==> config.mk <==
export PLATFORM = sky130hd
export DESIGN_NAME = bp_be_late_wb_queue
export DESIGN_NICKNAME = d
export VERILOG_FILES = /design/src/rtl/bp_be_late_wb_queue_pkg.sv /design/src/rtl/bp_be_late_wb_fifo.sv /design/src/rtl/bp_be_late_wb_queue_sva.sv /design/src/rtl/bp_be_late_wb_queue.sv
export SDC_FILE = /design/constraint.sdc
export NUM_CORES = 1
export LEC_CHECK = 0
export ABC_AREA = 1
export BUFFER_PORTS_ARGS = -buffer_cell sky130_fd_sc_hd__buf_2
export CORE_MARGIN = 4
export CORE_UTILIZATION = 47
export DETAILED_ROUTE_END_ITERATION = 7
export PLACE_DENSITY = 0.75
export SYNTH_ARGS = -nofsm -noshare
export SYNTH_HDL_FRONTEND = slang
export SYNTH_SLANG_ARGS = --single-unit
==> constraint.sdc <==
create_clock -name clk_i -period 2.7 [get_ports clk_i]
set_input_delay 0.675 -clock clk_i [delete_from_list [all_inputs] [get_ports clk_i]]
set_output_delay 0.675 -clock clk_i [all_outputs]
set_load 0.02 [all_outputs]
==> src/rtl/bp_be_late_wb_queue_pkg.sv <==
// Shared types for the late writeback queue.
//  bp_be_wb_pkt_s   : writeback packet carried from the memory / long-latency pipes
//                     to the late regfile write port; the queue passes it through untouched.
//  wb_pkt_width_lp  : flat width of bp_be_wb_pkt_s as seen on the block's ports.
package bp_be_late_wb_queue_pkg;

    typedef struct packed {
        logic        ird_w_v;   // integer regfile write
        logic        frd_w_v;   // fp regfile write
        logic        ptw_w_v;   // page-table-walker fill, routed by the consumer
        logic [4:0]  rd_addr;
        logic [63:0] rd_data;
    } bp_be_wb_pkt_s;

    localparam int unsigned wb_pkt_width_lp = $bits(bp_be_wb_pkt_s);

endpackage

==> src/rtl/bp_be_late_wb_fifo.sv <==
// Circular packet buffer for the late writeback queue.
//  clk_i, reset_n_i : clock, asynchronous active-low reset
//  enq_v_i/enq_data_i : write a packet at the tail (ignored when full without a dequeue)
//  deq_v_i            : pop the head (ignored when empty)
//  deq_data_o         : current head packet
//  count_o            : occupancy in [0, els_p]
//  full_o / empty_o   : decoded from the registered count
module bp_be_late_wb_fifo
    import bp_be_late_wb_queue_pkg::*;
#(
    parameter int unsigned els_p    = 4,
    parameter int unsigned width_p  = wb_pkt_width_lp,
    localparam int unsigned ptr_w_lp = $clog2(els_p),
    localparam int unsigned cnt_w_lp = $clog2(els_p + 1)
) (
    input  logic                clk_i,
    input  logic                reset_n_i,
    input  logic                enq_v_i,
    input  logic [width_p-1:0]  enq_data_i,
    input  logic                deq_v_i,
    output logic [width_p-1:0]  deq_data_o,
    output logic [cnt_w_lp-1:0] count_o,
    output logic                full_o,
    output logic                empty_o
);

    logic [width_p-1:0]  mem_q [els_p];
    logic [ptr_w_lp-1:0] rptr_q, rptr_d;
    logic [ptr_w_lp-1:0] wptr_q, wptr_d;
    logic [cnt_w_lp-1:0] count_q, count_d;
    logic                enq_s, deq_s;

    assign full_o     = (count_q == cnt_w_lp'(els_p));
    assign empty_o    = (count_q == {cnt_w_lp{1'b0}});
    assign count_o    = count_q;
    assign deq_data_o = mem_q[rptr_q];

    // A full buffer still accepts a write when the head leaves in the same cycle.
    assign deq_s = deq_v_i & ~empty_o;
    assign enq_s = enq_v_i & (~full_o | deq_s);

    // Next-state for pointers and occupancy; pointers wrap because els_p is a power of two.
    always_comb begin
        rptr_d  = rptr_q;
        wptr_d  = wptr_q;
        count_d = count_q;
        if (deq_s) begin
            rptr_d = rptr_q + ptr_w_lp'(1);
        end else begin
            rptr_d = rptr_q;
        end
        if (enq_s) begin
            wptr_d = wptr_q + ptr_w_lp'(1);
        end else begin
            wptr_d = wptr_q;
        end
        case ({enq_s, deq_s})
            2'b10:   count_d = count_q + cnt_w_lp'(1);
            2'b01:   count_d = count_q - cnt_w_lp'(1);
            default: count_d = count_q;
        endcase
    end

    // Pointer and occupancy registers.
    always_ff @(posedge clk_i or negedge reset_n_i) begin
        if (!reset_n_i) begin
            rptr_q  <= {ptr_w_lp{1'b0}};
            wptr_q  <= {ptr_w_lp{1'b0}};
            count_q <= {cnt_w_lp{1'b0}};
        end else begin
            rptr_q  <= rptr_d;
            wptr_q  <= wptr_d;
            count_q <= count_d;
        end
    end

    // Packet storage; cleared on reset so the head never shows stale data.
    always_ff @(posedge clk_i or negedge reset_n_i) begin
        if (!reset_n_i) begin
            for (int i = 0; i < els_p; i++) begin
                mem_q[i] <= {width_p{1'b0}};
            end
        end else if (enq_s) begin
            mem_q[wptr_q] <= enq_data_i;
        end
    end

endmodule

==> src/rtl/bp_be_late_wb_queue_sva.sv <==
// Protocol checker for the late writeback queue.
//  late_wb_yumi_i must only be raised while late_wb_v_i is high.
//  A memory packet may only be dropped after issue was already told to hold
//  (credits_full_i high the cycle before), i.e. never under credit-respecting stimulus.
module bp_be_late_wb_queue_sva (
    input logic clk_i,
    input logic reset_n_i,
    input logic late_wb_v_i,
    input logic late_wb_yumi_i,
    input logic mem_drop_i,
    input logic credits_full_i
);

    a_yumi_needs_valid: assert property (@(posedge clk_i) disable iff (!reset_n_i)
        late_wb_yumi_i |-> late_wb_v_i);

    a_drop_only_after_hold: assert property (@(posedge clk_i) disable iff (!reset_n_i)
        mem_drop_i |-> $past(credits_full_i));

endmodule

==> src/rtl/bp_be_late_wb_queue.sv <==
// Late writeback queue: buffers memory-pipe late writebacks and arbitrates them with
// long-latency pipe writebacks onto the single late regfile write port.
//  clk_i, reset_n_i      : clock, asynchronous active-low reset
//  mem_wb_pkt_i/_v_i     : memory pipe packet, no backpressure (always accepted if room)
//  long_wb_pkt_i/_v_i    : long-latency pipe packet
//  long_wb_ready_and_o   : long packet consumed this cycle
//  late_wb_pkt_o/_v_o    : selected packet to the regfile
//  late_wb_yumi_i        : regfile consumed late_wb_pkt_o
//  credits_full_o        : issue must hold new memory ops
//  empty_o               : queue holds no packets
//  overflow_o            : sticky, a memory packet was dropped
module bp_be_late_wb_queue
    import bp_be_late_wb_queue_pkg::*;
#(
    parameter int unsigned els_p          = 4,
    parameter int unsigned credit_slack_p = 2,
    parameter int unsigned starve_limit_p = 8
) (
    input  logic                       clk_i,
    input  logic                       reset_n_i,
    input  logic [wb_pkt_width_lp-1:0] mem_wb_pkt_i,
    input  logic                       mem_wb_v_i,
    input  logic [wb_pkt_width_lp-1:0] long_wb_pkt_i,
    input  logic                       long_wb_v_i,
    output logic                       long_wb_ready_and_o,
    output logic [wb_pkt_width_lp-1:0] late_wb_pkt_o,
    output logic                       late_wb_v_o,
    input  logic                       late_wb_yumi_i,
    output logic                       credits_full_o,
    output logic                       empty_o,
    output logic                       overflow_o
);

    localparam int unsigned cnt_w_lp    = $clog2(els_p + 1);
    localparam int unsigned starve_w_lp = $clog2(starve_limit_p + 1);

    logic [wb_pkt_width_lp-1:0] head_pkt_s;
    logic [cnt_w_lp-1:0]        count_s;
    logic                       fifo_full_s, fifo_empty_s;
    logic                       sel_long_s, deq_s, enq_s, drop_s, long_ready_s;
    logic [starve_w_lp-1:0]     starve_cnt_q, starve_cnt_d;
    logic                       overflow_q, overflow_d;

    // The long pipe wins when nothing is buffered, or once it has waited starve_limit_p cycles.
    assign sel_long_s   = long_wb_v_i
                        & (fifo_empty_s | (starve_cnt_q == starve_w_lp'(starve_limit_p)));
    assign deq_s        = late_wb_yumi_i & ~sel_long_s & ~fifo_empty_s;
    // Held low during reset so the long pipe never sees a handshake it cannot rely on.
    assign long_ready_s = reset_n_i & late_wb_yumi_i & sel_long_s;
    assign enq_s        = mem_wb_v_i & (~fifo_full_s | deq_s);
    assign drop_s       = mem_wb_v_i & fifo_full_s & ~deq_s;

    assign long_wb_ready_and_o = long_ready_s;
    assign late_wb_v_o         = ~fifo_empty_s | long_wb_v_i;
    assign empty_o             = fifo_empty_s;
    assign credits_full_o      = (count_s >= cnt_w_lp'(els_p - credit_slack_p));
    assign overflow_o          = overflow_q;

    bp_be_late_wb_fifo #(
        .els_p   (els_p),
        .width_p (wb_pkt_width_lp)
    ) u_fifo (
        .clk_i      (clk_i),
        .reset_n_i  (reset_n_i),
        .enq_v_i    (enq_s),
        .enq_data_i (mem_wb_pkt_i),
        .deq_v_i    (deq_s),
        .deq_data_o (head_pkt_s),
        .count_o    (count_s),
        .full_o     (fifo_full_s),
        .empty_o    (fifo_empty_s)
    );

    // Output packet mux.
    always_comb begin
        late_wb_pkt_o = head_pkt_s;
        if (sel_long_s) begin
            late_wb_pkt_o = long_wb_pkt_i;
        end else begin
            late_wb_pkt_o = head_pkt_s;
        end
    end

    // Starvation counter (saturating) and sticky overflow next-state.
    always_comb begin
        starve_cnt_d = starve_cnt_q;
        overflow_d   = overflow_q | drop_s;
        if (!long_wb_v_i || long_ready_s) begin
            starve_cnt_d = {starve_w_lp{1'b0}};
        end else if (starve_cnt_q != starve_w_lp'(starve_limit_p)) begin
            starve_cnt_d = starve_cnt_q + starve_w_lp'(1);
        end else begin
            starve_cnt_d = starve_cnt_q;
        end
    end

    // Arbitration state registers.
    always_ff @(posedge clk_i or negedge reset_n_i) begin
        if (!reset_n_i) begin
            starve_cnt_q <= {starve_w_lp{1'b0}};
            overflow_q   <= 1'b0;
        end else begin
            starve_cnt_q <= starve_cnt_d;
            overflow_q   <= overflow_d;
        end
    end

    bp_be_late_wb_queue_sva u_sva (
        .clk_i          (clk_i),
        .reset_n_i      (reset_n_i),
        .late_wb_v_i    (late_wb_v_o),
        .late_wb_yumi_i (late_wb_yumi_i),
        .mem_drop_i     (drop_s),
        .credits_full_i (credits_full_o)
    );

endmodule

# Word level (Yosys, flattened, before mapping)
# Index checks and enable logic that the tools add are counted.
# classes
n_addsub	5
order_cmp	4
eq_ne	5
mux	10
n_bitwise	21
n_reduce_logical	6
# ops
cell	n
bitwise mux 288 bit	1
two-way mux 72 bit	4
binary-select mux 72 bit (select 2 bit)	1
demux 72 bit (select 2 bit)	1
AND 1 bit	10
two-way mux 4 bit	2
greater-or-equal comparator 3 bit, second input constant	2
inverter 2 -> 3 bit	2
one-hot mux 3 bit (2 select lines)	1
OR 1 bit	5
adder 2 x 1 -> 2 bit, second input constant	2
adder 4 x 1 -> 4 bit, second input constant	1
== test 4 bit, second input constant	1
!= test 4 bit, second input constant	1
inverter 1 bit	4
nonzero test 2 bit	2
adder 3 x 1 -> 3 bit, second input constant	1
== test 3 bit, second input constant	1
greater-or-equal comparator 3 x 2 -> 1 bit, second input constant	1
zero test 3 bit	1
< comparator 3 x 1 -> 1 bit, second input constant	1
subtractor 3 x 1 -> 3 bit, second input constant	1
== test 2 x 1 -> 1 bit, second input constant	1
== test 2 bit, second input constant	1
other kinds (3)	3
# totals
reg_bits	300
in_bits	149
out_inout_bits	77
word_cells	60

# Logic depth before layout (Yosys ltp)
# Gate-level depths: netlist of run 1.
# logic_depth
ltp_word	11
depth_mapped	14
depth_no_buf	13

# By module
# A second synthesis of run 1 with hierarchy kept.
# hier_totals
hier_cells	2011
area_unflattened_um2	16119.2
# by_module_without_submodules
module	n_inst	cells_per_inst	area_each_um2	seq_area_each_um2
bp_be_late_wb_fifo	1	1735	14765.4	7382.1
bp_be_late_wb_queue	1	276	1353.8	125.1

# Worst setup path before layout of run 1
# OpenSTA, ideal clock, no wires.
# synth_timing
path_kind	reg-to-reg
from	register starve_cnt_q[0]
to	register u_fifo.count_q[2], in the netlist u_fifo.count_o[2]
setup_time_ns	0.131
arrival_time_ns	2.244
path_slack_ns	0.325
path_stages_with_launch	15
period_less_slack_ns	2.375
cell_sequence	dfrtp_1 -> inv_1 -> ha_1 -> nand3_2 -> nand2_1 -> nand2_2 -> nand2_4 -> nand2_8 -> buf_8 -> nand2_1 -> ha_1 -> fa_1 -> a21oi_1 -> o21ai_0 -> xor2_1
# synth_via
elab_chain_len	11
word_cells_on_any_way	15
cone_classes	3 x eq/ne; 1 x mux; 10 x bitwise; 1 x reduce/logical
# synth_rtl
item	line_no	source
start: declaration	bp_be_late_wb_queue.sv:41	logic [starve_w_lp-1:0] starve_cnt_q, starve_cnt_d;
start signal: assignment	bp_be_late_wb_queue.sv:100	starve_cnt_q <= {starve_w_lp{1'b0}};
start signal: assignment	bp_be_late_wb_queue.sv:103	starve_cnt_q <= starve_cnt_d;
== test 4 bit *	bp_be_late_wb_queue.sv:46	& (fifo_empty_s | (starve_cnt_q == starve_w_lp'(starve_limit_p)));
OR 1 bit *	bp_be_late_wb_queue.sv:46	
AND 1 bit *	bp_be_late_wb_queue.sv:46	
inverter 1 bit *	bp_be_late_wb_queue.sv:47	assign deq_s = late_wb_yumi_i & ~sel_long_s & ~fifo_empty_s;
AND 1 bit * (2 in a row)	bp_be_late_wb_queue.sv:47	
OR 1 bit / AND 1 bit (equally long branches)	bp_be_late_wb_queue.sv:50, bp_be_late_wb_fifo.sv:39	
AND 1 bit / OR 1 bit (equally long branches)	bp_be_late_wb_queue.sv:50, bp_be_late_wb_fifo.sv:40	
AND 1 bit	bp_be_late_wb_fifo.sv:40	assign enq_s = enq_v_i & (~full_o | deq_s);
== test 2 x 1 -> 1 bit / == test 2 bit (equally long branches)	bp_be_late_wb_fifo.sv:57	case ({enq_s, deq_s})
one-hot mux 3 bit (2 select lines) / nonzero test 2 bit (equally long branches)	n/a	
end signal: assignment	bp_be_late_wb_fifo.sv:69	count_q <= {cnt_w_lp{1'b0}};
end signal: assignment	bp_be_late_wb_fifo.sv:73	count_q <= count_d;
end: declaration	bp_be_late_wb_fifo.sv:30	logic [cnt_w_lp-1:0] count_q, count_d;
# Mark *: on every way between the ends. The rest lies on a longest branch, timed or not.
# A chain may end at the register's enable or synchronous reset.

# Final worst setup path of run 1
# layout_timing
from	register starve_cnt_q[0]
to	output late_wb_pkt_o[4]
# layout_via
elab_chain_len	4
# layout_rtl
item	line_no	source
== test 4 bit	bp_be_late_wb_queue.sv:46	
OR 1 bit	bp_be_late_wb_queue.sv:46	
AND 1 bit	bp_be_late_wb_queue.sv:46	
two-way mux 72 bit	bp_be_late_wb_queue.sv:77	if (sel_long_s) begin
end: declaration	bp_be_late_wb_queue.sv:26	output logic [wb_pkt_width_lp-1:0] late_wb_pkt_o,
# Every way passes these cells.

==> results.md, run 1 <==
* Status: complete, but fails checks
* Failing checks: setup timing
* Peak supply drop at around 0.00096 V
* Share of layout cells above drive strength 1 at 0.2199
* Root buf cell: clkbuf_16
* Yosys warns at 0
* Pin count of the biggest net entering global routing at 190
* Leading cell type in the layout, fill and taps excluded: nand2_1
* # H-tree levels at 2
* CTS tree: yes
* Worst setup path category: flop to output port
* Drt drc at 0
* Power consumption at 0.02665 W
* Area Overhead vs Synth at 25.70%
* Tightest Hold Check Type: input port to asynchronous set/reset pin
* Skew final at approximately 0.011 ns
* Fmax at between 0.3 and 0.4 GHz
* Clock Latency Late Sink at ~0.50 ns
* Gpl congestion at between 0.7 and 0.8
* IO Pins at roughly 230
* Syn Area/Cell at a little under 8 um2
* Die Width at 189.8 um
* GRT Total Usage at 0.2690
* Relative slew margins at 0.2675
* Total negative setup slack at -8.321 ns
* Final wirelength at 52060 um
* 1st-iter DRT viols at a little under 2000
* Syn nets at around 2100
* DR pass1 iterations at 6
* Clk slew on worst S/H paths at approximately 0.06 ns
* Unrepaired setup endpoints after global routing: yes
* Hold Slack at ~0.25 ns
* Vias/cell at 5.957
* Library cells used by synthesis at 31
* Cells after Synth at ~2000
* Worst Path Required at approximately 2.0 ns
* Final Hold Viols at 0
* Site row count at 66
* Dpl cells at around 2500
* Fin cells at 2600
* WL/cell at around 20 um
* Remaining Overflow, GRT at 0
* Core Area at approximately 33000 um2
* First-pass GRT wire length at a little under 80000 um
* PnR worst setup slack at -0.2056 ns
* Most frequent cells in the layout: nand2_1, nor2_1, dfrtp_1
* Initial core utilization at 0.4774
* Post-Synthesis Cell Area at around 16000 um2
* Fin. max-slew vios at 0
* Nets@finish at around 2300
* Crit. End Element: output port
* Final ANT Viol Nets at 0
* Crit path DAT at between 2 and 2.5 ns
* Initial antenna violation count at 2
* Yosys reg bits at 300
* Sequential-to-total area share from yosys stat at 0.4833
* Tightest Pin Transition at around 1.1 ns
* Max-Cap Viols at 0
* Leak at 9.513 nW
* # hold bufs at CTS at 0
* Worst-case clock buffer depth at 3
* Final Cycle Share at 1.076
* Final setup viols at about 70
* Element type at the critical path start: flop
* Die Height at 189.8 um
* Vias at 15490
* Full die area at roughly 36000 um2
* CTS Buf Count at 34
* Min cycle time layout at 2.906 ns
* Worst-path fanout max at 11
* HPWL after DPL at around 25000 um
* IO Port Bufs at roughly 230
* Number of global-route vias before repair at between 10000 and 15000
* Sink Count at 300
* PwrDens at 1365 nW/um2
==> sequential cells by signal (all words and copies together) (netlist names) <==
register        cells
u_fifo.mem_q      288
starve_cnt_q        4
u_fifo.count_o      3
u_fifo.rptr_q       2
u_fifo.wptr_q       2
overflow_o          1
==> final cells by class <==
class	instances	area [um2]
antenna	2	5.005
timing repair buffer	293	2525
sequential	300	7515
inverter	10	38.79
tap	442	553.0
fill	2809	13010
clock buffer	49	988.4
multi-input combinational	1494	7766
clock inverter	10	132.6
==> final timing paths <==
path / to / slack, ns / startpoint / depth (start not counted)
max: late_wb_pkt_o[4] / -0.21 / starve_cnt_q[0] / 10
min: starve_cnt_q[0] / 0.25 / reset_n_i / 2
max reg2reg: u_fifo.count_o[2] / 0.17 / starve_cnt_q[0] / 14
min reg2reg: u_fifo.mem_q[10] / 0.47 / u_fifo.mem_q[10] / 2
max in group asynchronous: u_fifo.mem_q[26] / 1.71 / reset_n_i / 2
min in group clk_i: u_fifo.mem_q[281] / 0.46 / mem_wb_pkt_i[65] / 3
==> timing repair <==
item                                    4_1_cts  5_1_grt
resized for setup                           110      189
gates cloned                                  9        6
pin swaps                                     8       11
endpoints found under the setup margin       72       72
buffers inserted                             14        6
==> cells by family after synthesis <==
kind of cell             after synthesis  share of synthesized area
AND/OR/NAND/NOR                     1257                     0.3577
flip-flops                           300                     0.4833
AO/OA/AOI/OAI                        223                    0.07790
buffers and inverters                198                    0.07065
adder cells (fa/ha/maj)                8                   0.006927
XOR/XNOR                               5                   0.002820
multiplexers                           1                  0.0007249
==> routing by layer <==
layer / wire (um) / vias to the layer above / share of wire / track usage
li1: - / 7029 / - / -
met1: 20970 / 7494 / 0.40 / 0.3672
met2: 24760 / 851 / 0.48 / 0.4342
met3: 4659 / 114 / 0.089 / 0.04679
met4: 1676 / 0 / 0.032 / 0.09989
met5: 0 / - / 0 / 0
==> power breakdown <==
| part | total [W] | switching [W] | internal (W) |
|---|---|---|---|
| Sequential | 0.00763 | 0.00108 | 0.00655 |
| Clock | 0.00467 | 0.00183 | 0.00283 |
| Combinational | 0.0144 | 0.00884 | 0.00552 |
| Total | 0.0267 | 0.0118 | 0.0149 |
==> cells in the mapped netlist, drive strengths merged <==
library cell | instances | area, um2
nand2 | 590 | 2243
nor2 | 363 | 1363
dfrtp | 300 | 7507
nand4 | 290 | 1814
buf | 155 | 935.9
o21ai | 147 | 735.7
a31oi | 72 | 450.4
clkbuf | 33 | 123.9
inv | 10 | 37.53
nand3 | 10 | 105.1
ha | 7 | 87.58
a21oi | 3 | 15.01
xor2 | 3 | 26.28
or2 | 2 | 12.51
xnor2 | 2 | 17.52
a31o | 1 | 8.760
fa | 1 | 20.02
mux2 | 1 | 11.26
nor3 | 1 | 10.01
nor3b | 1 | 7.510
==> worst max-delay path, stage by stage (launching register included) <==
cell and delay [ns]:
dfrtp_1 0.39, inv_2 0.09, ha_4 0.15, nand3_4 0.08, nand2_4 0.11, nand2_8 0.07
buf_12 0.15, buf_8 0.13, buf_16 0.15, a31oi_1 0.20, buf_4 0.19
==> through the flow <==
stage	setup slack, ns	utilization	cell area (um2)
3_5_place_dp	0.1348	0.5114	16640
6_report	-0.2056	0.6001	19520
2_1_floorplan	0.3247	-	15530
4_1_cts	-0.1307	0.5705	18560
5_1_grt	-0.2959	0.6000	19520
3_3_place_gp	0.2587	0.5114	16640
Power figures use the tool's default switching activity.
==> run 2: changes to the inputs <==
--- a/config.mk
+++ b/config.mk
@@ -5,7 +5,7 @@
 export SDC_FILE = /design/constraint.sdc
 export NUM_CORES = 1
 export LEC_CHECK = 0
-export ABC_AREA = 1
+export ABC_AREA = 0
 export BUFFER_PORTS_ARGS = -buffer_cell sky130_fd_sc_hd__buf_2
 export CORE_MARGIN = 4
 export CORE_UTILIZATION = 47
==> results.md, run 2 <==
* HPWL after DPL at 18260 um (-28%)
* Reg with most FFs: u_fifo.mem_q
* Final wirelength at 32480 um (-38%)
* CTS Buf Count at 31 (-8.8%)
* Vias/cell at 5.512 (-7.5%)
* PwrDens at 1478 nW/um2 (+8.3%)
* Post-Synthesis Cell Area at 14170 um2 (-8.8%)
* Clk slew on worst S/H paths at 0.06 ns (about the same)
* Tightest Pin Transition at 0.8536 ns (-0.2452 ns)
* Sink Count at 300 (unchanged)
* Pin count of the biggest net entering global routing at 153 (-19%)
* Fmax at 0.3213 GHz (-6.6%)
* Gpl congestion at 0.7773 (-2.6%)
* Synth top area cells: dfrtp_1, mux2_2, mux4_2
* Clk pwr share at 0.158 (-0.017)
* Yosys reg bits at 300 (unchanged)
* Initial core utilization at 0.4769 (-0.0005240)
* Core Area at 29720 um2 (-8.7%)
* Final Hold Viols at 0 (unchanged)
* Syn Area/Cell at 16.57 um2 (+110%)
* Count leader, synth: mux2_2
* P_int at 0.01765 W (+18%)
* Nets@finish at 1264 (-45%)
* Failing checks: setup timing
* Prevailing post-synth register cell: dfrtp_1
* Unrepaired setup endpoints after global routing: yes
* Final ANT Viol Nets at 0 (unchanged)
* Final Instance Area at 17800 um2 (-8.8%)
* Number of global-route vias before repair at 9308 (-37%)
* Site row count at 63 (-4.5%)
* # H-tree levels at 1 (-1)
* Worst-case clock buffer depth at 3 (unchanged)
* Clock Latency Late Sink at 0.54 ns (+0.04 ns)
* Most frequent cells in the layout: dfrtp_1, mux2_2, buf_2
* DR pass1 iterations at 4 (-2)
* Relative slew margins at 0.4310 (+0.1635)
* Leak at 7.834 nW (-18%)
* Area after DPL at 15740 um2 (-5.4%)
* Skew final at 0.005780 ns (-0.005686 ns)
* Peak supply drop at 0.0007804 V (-18%)
* Yosys top cell by area: dfrtp_1
* Min cycle time layout at 3.112 ns (+0.2064 ns)
* Max-Cap Viols at 0 (unchanged)
* Share of layout cells above drive strength 1 at 0.6596 (+0.4397)
* Worst setup path category: flop to output port
* Library cells used by synthesis at 34 (+9.7%)
* Yosys warns at 0 (unchanged)
* Element type at the critical path start: flop
* Leading cell type in the layout, fill and taps excluded: dfrtp_1
* Root buf cell: clkbuf_16
* Crit path DAT at 2.44 ns (+0.21 ns)
* Die Width at 181.6 um (-4.3%)
* Area Overhead vs Synth at 25.61% (about the same)
* IO Pins at 226 (unchanged)
* Full die area at 32990 um2 (-8.4%)
* Tightest Hold Check Type: input port to flop
* Final setup viols at 73 (+1.4%)
* Status: complete, but fails checks
* Max reg flops at 288 (unchanged)
* GRT Total Usage at 0.1949 (-0.07411)
* WL/cell at 21.42 um (+7.0%)
* Register share of total power at 0.305 (+0.019)
* PnR worst setup slack at -0.4119 ns (-0.2064 ns)
* Most frequent cells after synthesis: mux2_2, dfrtp_1, mux4_2, mux2_1, buf_6
* Crit. End Element: output port
* Cells after Synth at 855 (-57%)
* Worst-path fanout max at 7 (-4)
* 1st-iter DRT viols at 399 (-80%)
* Initial antenna violation count at 1 (-1)
* Sw Pwr at 0.008662 W (-26%)
* IO Port Bufs at 225 (unchanged)
* Vias at 8356 (-46%)
* Sw Ratio at 0.3292 (-0.1119)
* Worst Path Required at 2.03 ns (about the same)
* Post-synth EDFFs at 0 (unchanged)
* Fin. max-slew vios at 0 (unchanged)
* Final Cycle Share at 1.153 (+0.07643)
* Syn nets at 1012 (-53%)
* Final Util at 0.5990 (-0.001098)
* Drt drc at 0 (unchanged)
* Remaining Overflow, GRT at 0 (unchanged)
* Die Height at 181.6 um (-4.3%)
* First-pass GRT wire length at 51690 um (-35%)
* FFs w/ async S/R, synth at 1.000 (unchanged)
* Sequential-to-total area share from yosys stat at 0.5298 (+0.04643)
* CTS tree: yes
* Post-synth top area share at 0.5298 (+0.04643)
* Logic pwr share at 0.537 (-0.002)
run 2: cell types whose count changed in the layout (fill, tap and decap cells not counted), moves of 56 or more:
cell | previous run | this run
buf_4 | 75 | 19
mux2_2 | 1 | 281
mux4_2 | 0 | 72
nand2_1 | 585 | 12
nand4_1 | 290 | 1
nor2_1 | 313 | 1
o21ai_0 | 120 | 1
run 2: final timing paths:
path | from | slack (ns) | depth (start not counted) | end
min | mem_wb_pkt_i[27] | 0.39 | 2 | u_fifo.mem_q[27]
max reg2reg | starve_cnt_q[0] | 0.39 | 10 | u_fifo.count_o[2]
min reg2reg | u_fifo.mem_q[30] | 0.48 | 1 | u_fifo.mem_q[30]
max | starve_cnt_q[0] | -0.41 | 9 | late_wb_pkt_o[70]
min in group asynchronous | reset_n_i | 0.53 | 2 | u_fifo.mem_q[222]
max in group asynchronous | reset_n_i | 1.11 | 3 | u_fifo.mem_q[40]
run 2: worst max-delay path, cell delays in order (launching register included):
cell     delay [ns]
dfrtp_1        0.36
inv_2          0.06
ha_4           0.15
and3b_2        0.23
o21ai_4        0.16
buf_6          0.14
buf_12         0.15
buf_12         0.16
mux2_4         0.33
buf_6          0.14
run 2: logic make-up after synthesis:
group                      count (synthesis)  synth area share
adders and majority gates                  8          0.007593
DFF                                      300            0.5298
muxes                                    435            0.4028
xor gates and xnor gates                   8          0.004945
AOI/OAI and AO/OA                         12           0.01042
and+or+nand+nor                           30           0.01192
buffers and inverters                     62           0.03258
run 2: timing repair:
action / 4_1_cts / 5_1_grt
setup buffers: 14 / 3
hold buffers: 1 / 0
pin swaps: 3 / 2
cloned: 10 / 2
resized for setup: 197 / 14
hold endpoints to repair: 8 / 0
setup endpoints to repair: 73 / 73
run 2: stage by stage:
step / hold WS (ns) / std cells / TNS (ns) / total power, W / worst slack (ns)
4_1_cts: 0.3623 / 1514 / -28.23 / 0.02638 / -0.4458
3_3_place_gp: 0.4643 / 1439 / 0 / 0.01945 / 0.1148
6_report: 0.3924 / 1516 / -26.34 / 0.02631 / -0.4119
3_5_place_dp: 0.4691 / 1439 / 0 / 0.01979 / 0.06687
5_1_grt: 0.3812 / 1515 / -32.81 / 0.02778 / -0.4951
2_1_floorplan: 0.3794 / 855 / 0 / 0.01667 / 0.2060
run 2: area by class of cell:
class / instances / area [um2]
Clock buffer: 41 / 853.3
Antenna cell: 1 / 2.502
Multi-Input combinational cell: 493 / 6435
Tap cell: 390 / 488.0
Inverter: 8 / 32.53
Timing Repair Buffer: 273 / 2345
Fill cell: 2264 / 11920
Clock inverter: 10 / 128.9
Sequential cell: 300 / 7515
run 2: power groups by stage:
stage               clock (W)  sequential, W  combinational (W)
floorplan                   0        0.00764            0.00903
global route          0.00447        0.00829             0.0150
finish                0.00417        0.00803             0.0141
detailed placement          0        0.00803             0.0118
global placement            0        0.00790             0.0116
CTS                   0.00428        0.00799             0.0141
run 2: layer usage:
| metal | GRT usage | vias up | share of wire |
|---|---|---|---|
| li1 | - | 3711 | - |
| met1 | 0.2695 | 4428 | 0.44 |
| met2 | 0.3339 | 172 | 0.51 |
| met3 | 0.02484 | 43 | 0.037 |
| met4 | 0.04233 | 2 | 0.018 |
| met5 | 0 | - | 0.00022 |
==> run 3: changes to the inputs <==
--- a/config.mk
+++ b/config.mk
@@ -8,9 +8,10 @@
 export ABC_AREA = 0
 export BUFFER_PORTS_ARGS = -buffer_cell sky130_fd_sc_hd__buf_2
 export CORE_MARGIN = 4
-export CORE_UTILIZATION = 47
+export CORE_UTILIZATION = 57
 export DETAILED_ROUTE_END_ITERATION = 7
-export PLACE_DENSITY = 0.75
+export PLACE_DENSITY = 0.87
+export RECOVER_POWER = 50
 export SYNTH_ARGS = -nofsm -noshare
 export SYNTH_HDL_FRONTEND = slang
 export SYNTH_SLANG_ARGS = --single-unit
==> results.md, run 3 (same netlist as run 2, synthesis figures left out) <==
* Status: complete, but fails checks
* Failing checks: capacitance limit, slew limit, setup timing
* DR top layer: met4
* CTS Buf Count at 31 (unchanged)
* Fmax at 0.3289 GHz (+2.4%)
* Crit. End Element: output port
* CTS tree: yes
* Most frequent cells in the layout: mux2_2, dfrtp_1, buf_2
* Unrepaired setup endpoints after global routing: yes
* Reg with most FFs: u_fifo.mem_q
* Final Hold Viols at 0 (unchanged)
* Area after DPL at 15810 um2 (+0.43%)
* Total negative setup slack at -21.20 ns (+5.141 ns)
* Initial antenna violation count at 4 (+3)
* Leak at 7.508 nW (-4.2%)
* # hold bufs at CTS at 0 (-1)
* Crit path DAT at 2.37 ns (-0.07 ns)
* # H-tree levels at 1 (unchanged)
* Slowest cell on crit path: or3_4
* IO Port Bufs at 225 (unchanged)
* 1st-iter DRT viols at 442 (+11%)
* Core Area at 24390 um2 (-18%)
* Tightest Hold Check Type: input port to flop
* Max reg flops at 288 (unchanged)
* Share of layout cells above drive strength 1 at 0.6540 (-0.005540)
* Max-Cap Viols at 3 (+3)
* Leading cell type in the layout, fill and taps excluded: mux2_2
* HPWL after DPL at 19880 um (+8.9%)
* WL met3 at 1552 um (+30%)
* Pin count of the biggest net entering global routing at 175 (+14%)
* Final ANT Viol Nets at 0 (unchanged)
* Die Width at 165.7 um (-8.8%)
* Final Cycle Share at 1.126 (-0.02660)
* CP most frequent cell: buf_12
* Root buf cell: clkbuf_16
* Gpl congestion at 0.7685 (-1.1%)
* Number of global-route vias before repair at 9616 (+3.3%)
* Reg-to-reg startpoint: starve_cnt_q[1]
* Fin. max-slew vios at 303 (+303)
* Drt drc at 0 (unchanged)
* Vias/cell at 5.809 (+5.4%)
* Remaining Overflow, GRT at 0 (unchanged)
* Peak supply drop at 0.0009231 V (+18%)
* Relative slew margins at -0.08320 (-0.5142)
* Die Height at 165.7 um (-8.8%)
* M1 wire length at 12770 um (-11%)
* PnR worst setup slack at -0.3401 ns (+0.07183 ns)
* Worst-path fanout max at 7 (unchanged)
* Worst setup path category: flop to output port
* Area Overhead vs Synth at 21.21%
* Site row count at 57 (-9.5%)
* DR pass1 iterations at 4 (unchanged)
* Worst Path Required at 2.03 ns (about the same)
* Vias at 8487 (+1.6%)
* Max incr delay on CP at 0.42 ns (+0.06 ns)
* Final Instance Area at 17180 um2 (-3.5%)
* Hold Slack at 0.4043 ns (+0.01183 ns)
* Initial core utilization at 0.5810 (+0.1041)
* Detail Route met2 WL at 16530 um (+0.69%)
* Final Util at 0.7042 (+0.1053)
* Multi-input logic area at 6304 um2 (-2.0%)
* Worst hold start: mem_wb_pkt_i[34]
* Element type at the critical path start: flop
* Skew final at 0.006922 ns (+0.001142 ns)
* Sink Count at 300 (unchanged)
* Min cycle time layout at 3.040 ns (-0.07183 ns)
* Fillers at 1606 (-29%)
* Clk slew on worst S/H paths at 0.06 ns (about the same)
* GRT Total Usage at 0.2315 (+0.03663)
* Full die area at 27450 um2 (-17%)
* Final setup viols at 73 (unchanged)
* First-pass GRT wire length at 51760 um (+0.15%)
* Nets@finish at 1271 (+0.55%)
* Register area at 7515 um2 (unchanged)
* Tightest Pin Transition at 1.625 ns (+0.7712 ns)
* Critical path cell sequence: or3_4 -> inv_4 -> o21ai_4 -> buf_12 -> buf_12 -> buf_16 -> mux2_4 -> buf_6
* WL/cell at 21.80 um (+1.8%)
* Clock Latency Late Sink at 0.54 ns (about the same)
* IO Pins at 226 (unchanged)
* Worst-case clock buffer depth at 3 (unchanged)
* PwrDens at 1452 nW/um2 (-1.8%)
* CP startpoint: u_fifo.count_o[1]
* Final wirelength at 31850 um (-1.9%)
-- run 3: through the flow --
| stage | std cells | setup slack, ns | total power [W] |
|---|---|---|---|
| after floorplan | 855 | 0.2060 | 0.01667 |
| after CTS | 1455 | -0.3352 | 0.02495 |
| final | 1461 | -0.3401 | 0.02494 |
| after detailed placement | 1388 | 0.05431 | 0.02001 |
| after global routing | 1461 | -0.4011 | 0.02635 |
| after global placement | 1388 | 0.1530 | 0.01953 |
-- run 3: path summary, 6_finish.rpt --
path	endpoint	slack, ns	cells after the start
max reg2reg	u_fifo.count_o[2]	0.37	10
max in group asynchronous	u_fifo.rptr_q[0]	0.61	2
min	u_fifo.mem_q[34]	0.40	2
min reg2reg	u_fifo.mem_q[41]	0.48	1
min in group asynchronous	u_fifo.mem_q[287]	0.97	2
max	late_wb_pkt_o[9]	-0.34	8
-- run 3: routing by layer --
| metal | track usage | vias to the layer above |
|---|---|---|
| met2 | 0.4029 | 246 |
| li1 | - | 3717 |
| met5 | 0 | - |
| met1 | 0.2979 | 4462 |
| met4 | 0.07640 | 0 |
| met3 | 0.04028 | 62 |
-- run 3: what timing repair did --
action | CTS | global route
pin swaps | 4 | 1
buffers inserted | 13 | 3
cloned | 2 | 0
setup endpoints to repair | 73 | 73
resized for setup | 61 | 11
-- run 3: area by class of cell --
cell class / count / share of cell area
Multi-Input combinational cell: 493 / 0.3670
Clock buffer: 48 / 0.05237
Inverter: 8 / 0.001894
Clock inverter: 4 / 0.002622
Sequential cell: 300 / 0.4375
Antenna cell: 4 / 0.0005827
Tap cell: 324 / 0.02360
Timing Repair Buffer: 280 / 0.1144
-- run 3: critical path, delay by kind of cell (launching register included) --
family	cells	cell delay, ns
buffers and inverters	5	0.63
and+or+nand+nor	1	0.42
DFF	1	0.38
muxes	1	0.32
AOI/OAI and AO/OA	1	0.07
-- run 3: where the power goes --
part | switching (W) | internal [W]
sequential | 0.00125 | 0.00685
clock | 0.00165 | 0.00235
combinational | 0.00559 | 0.00725
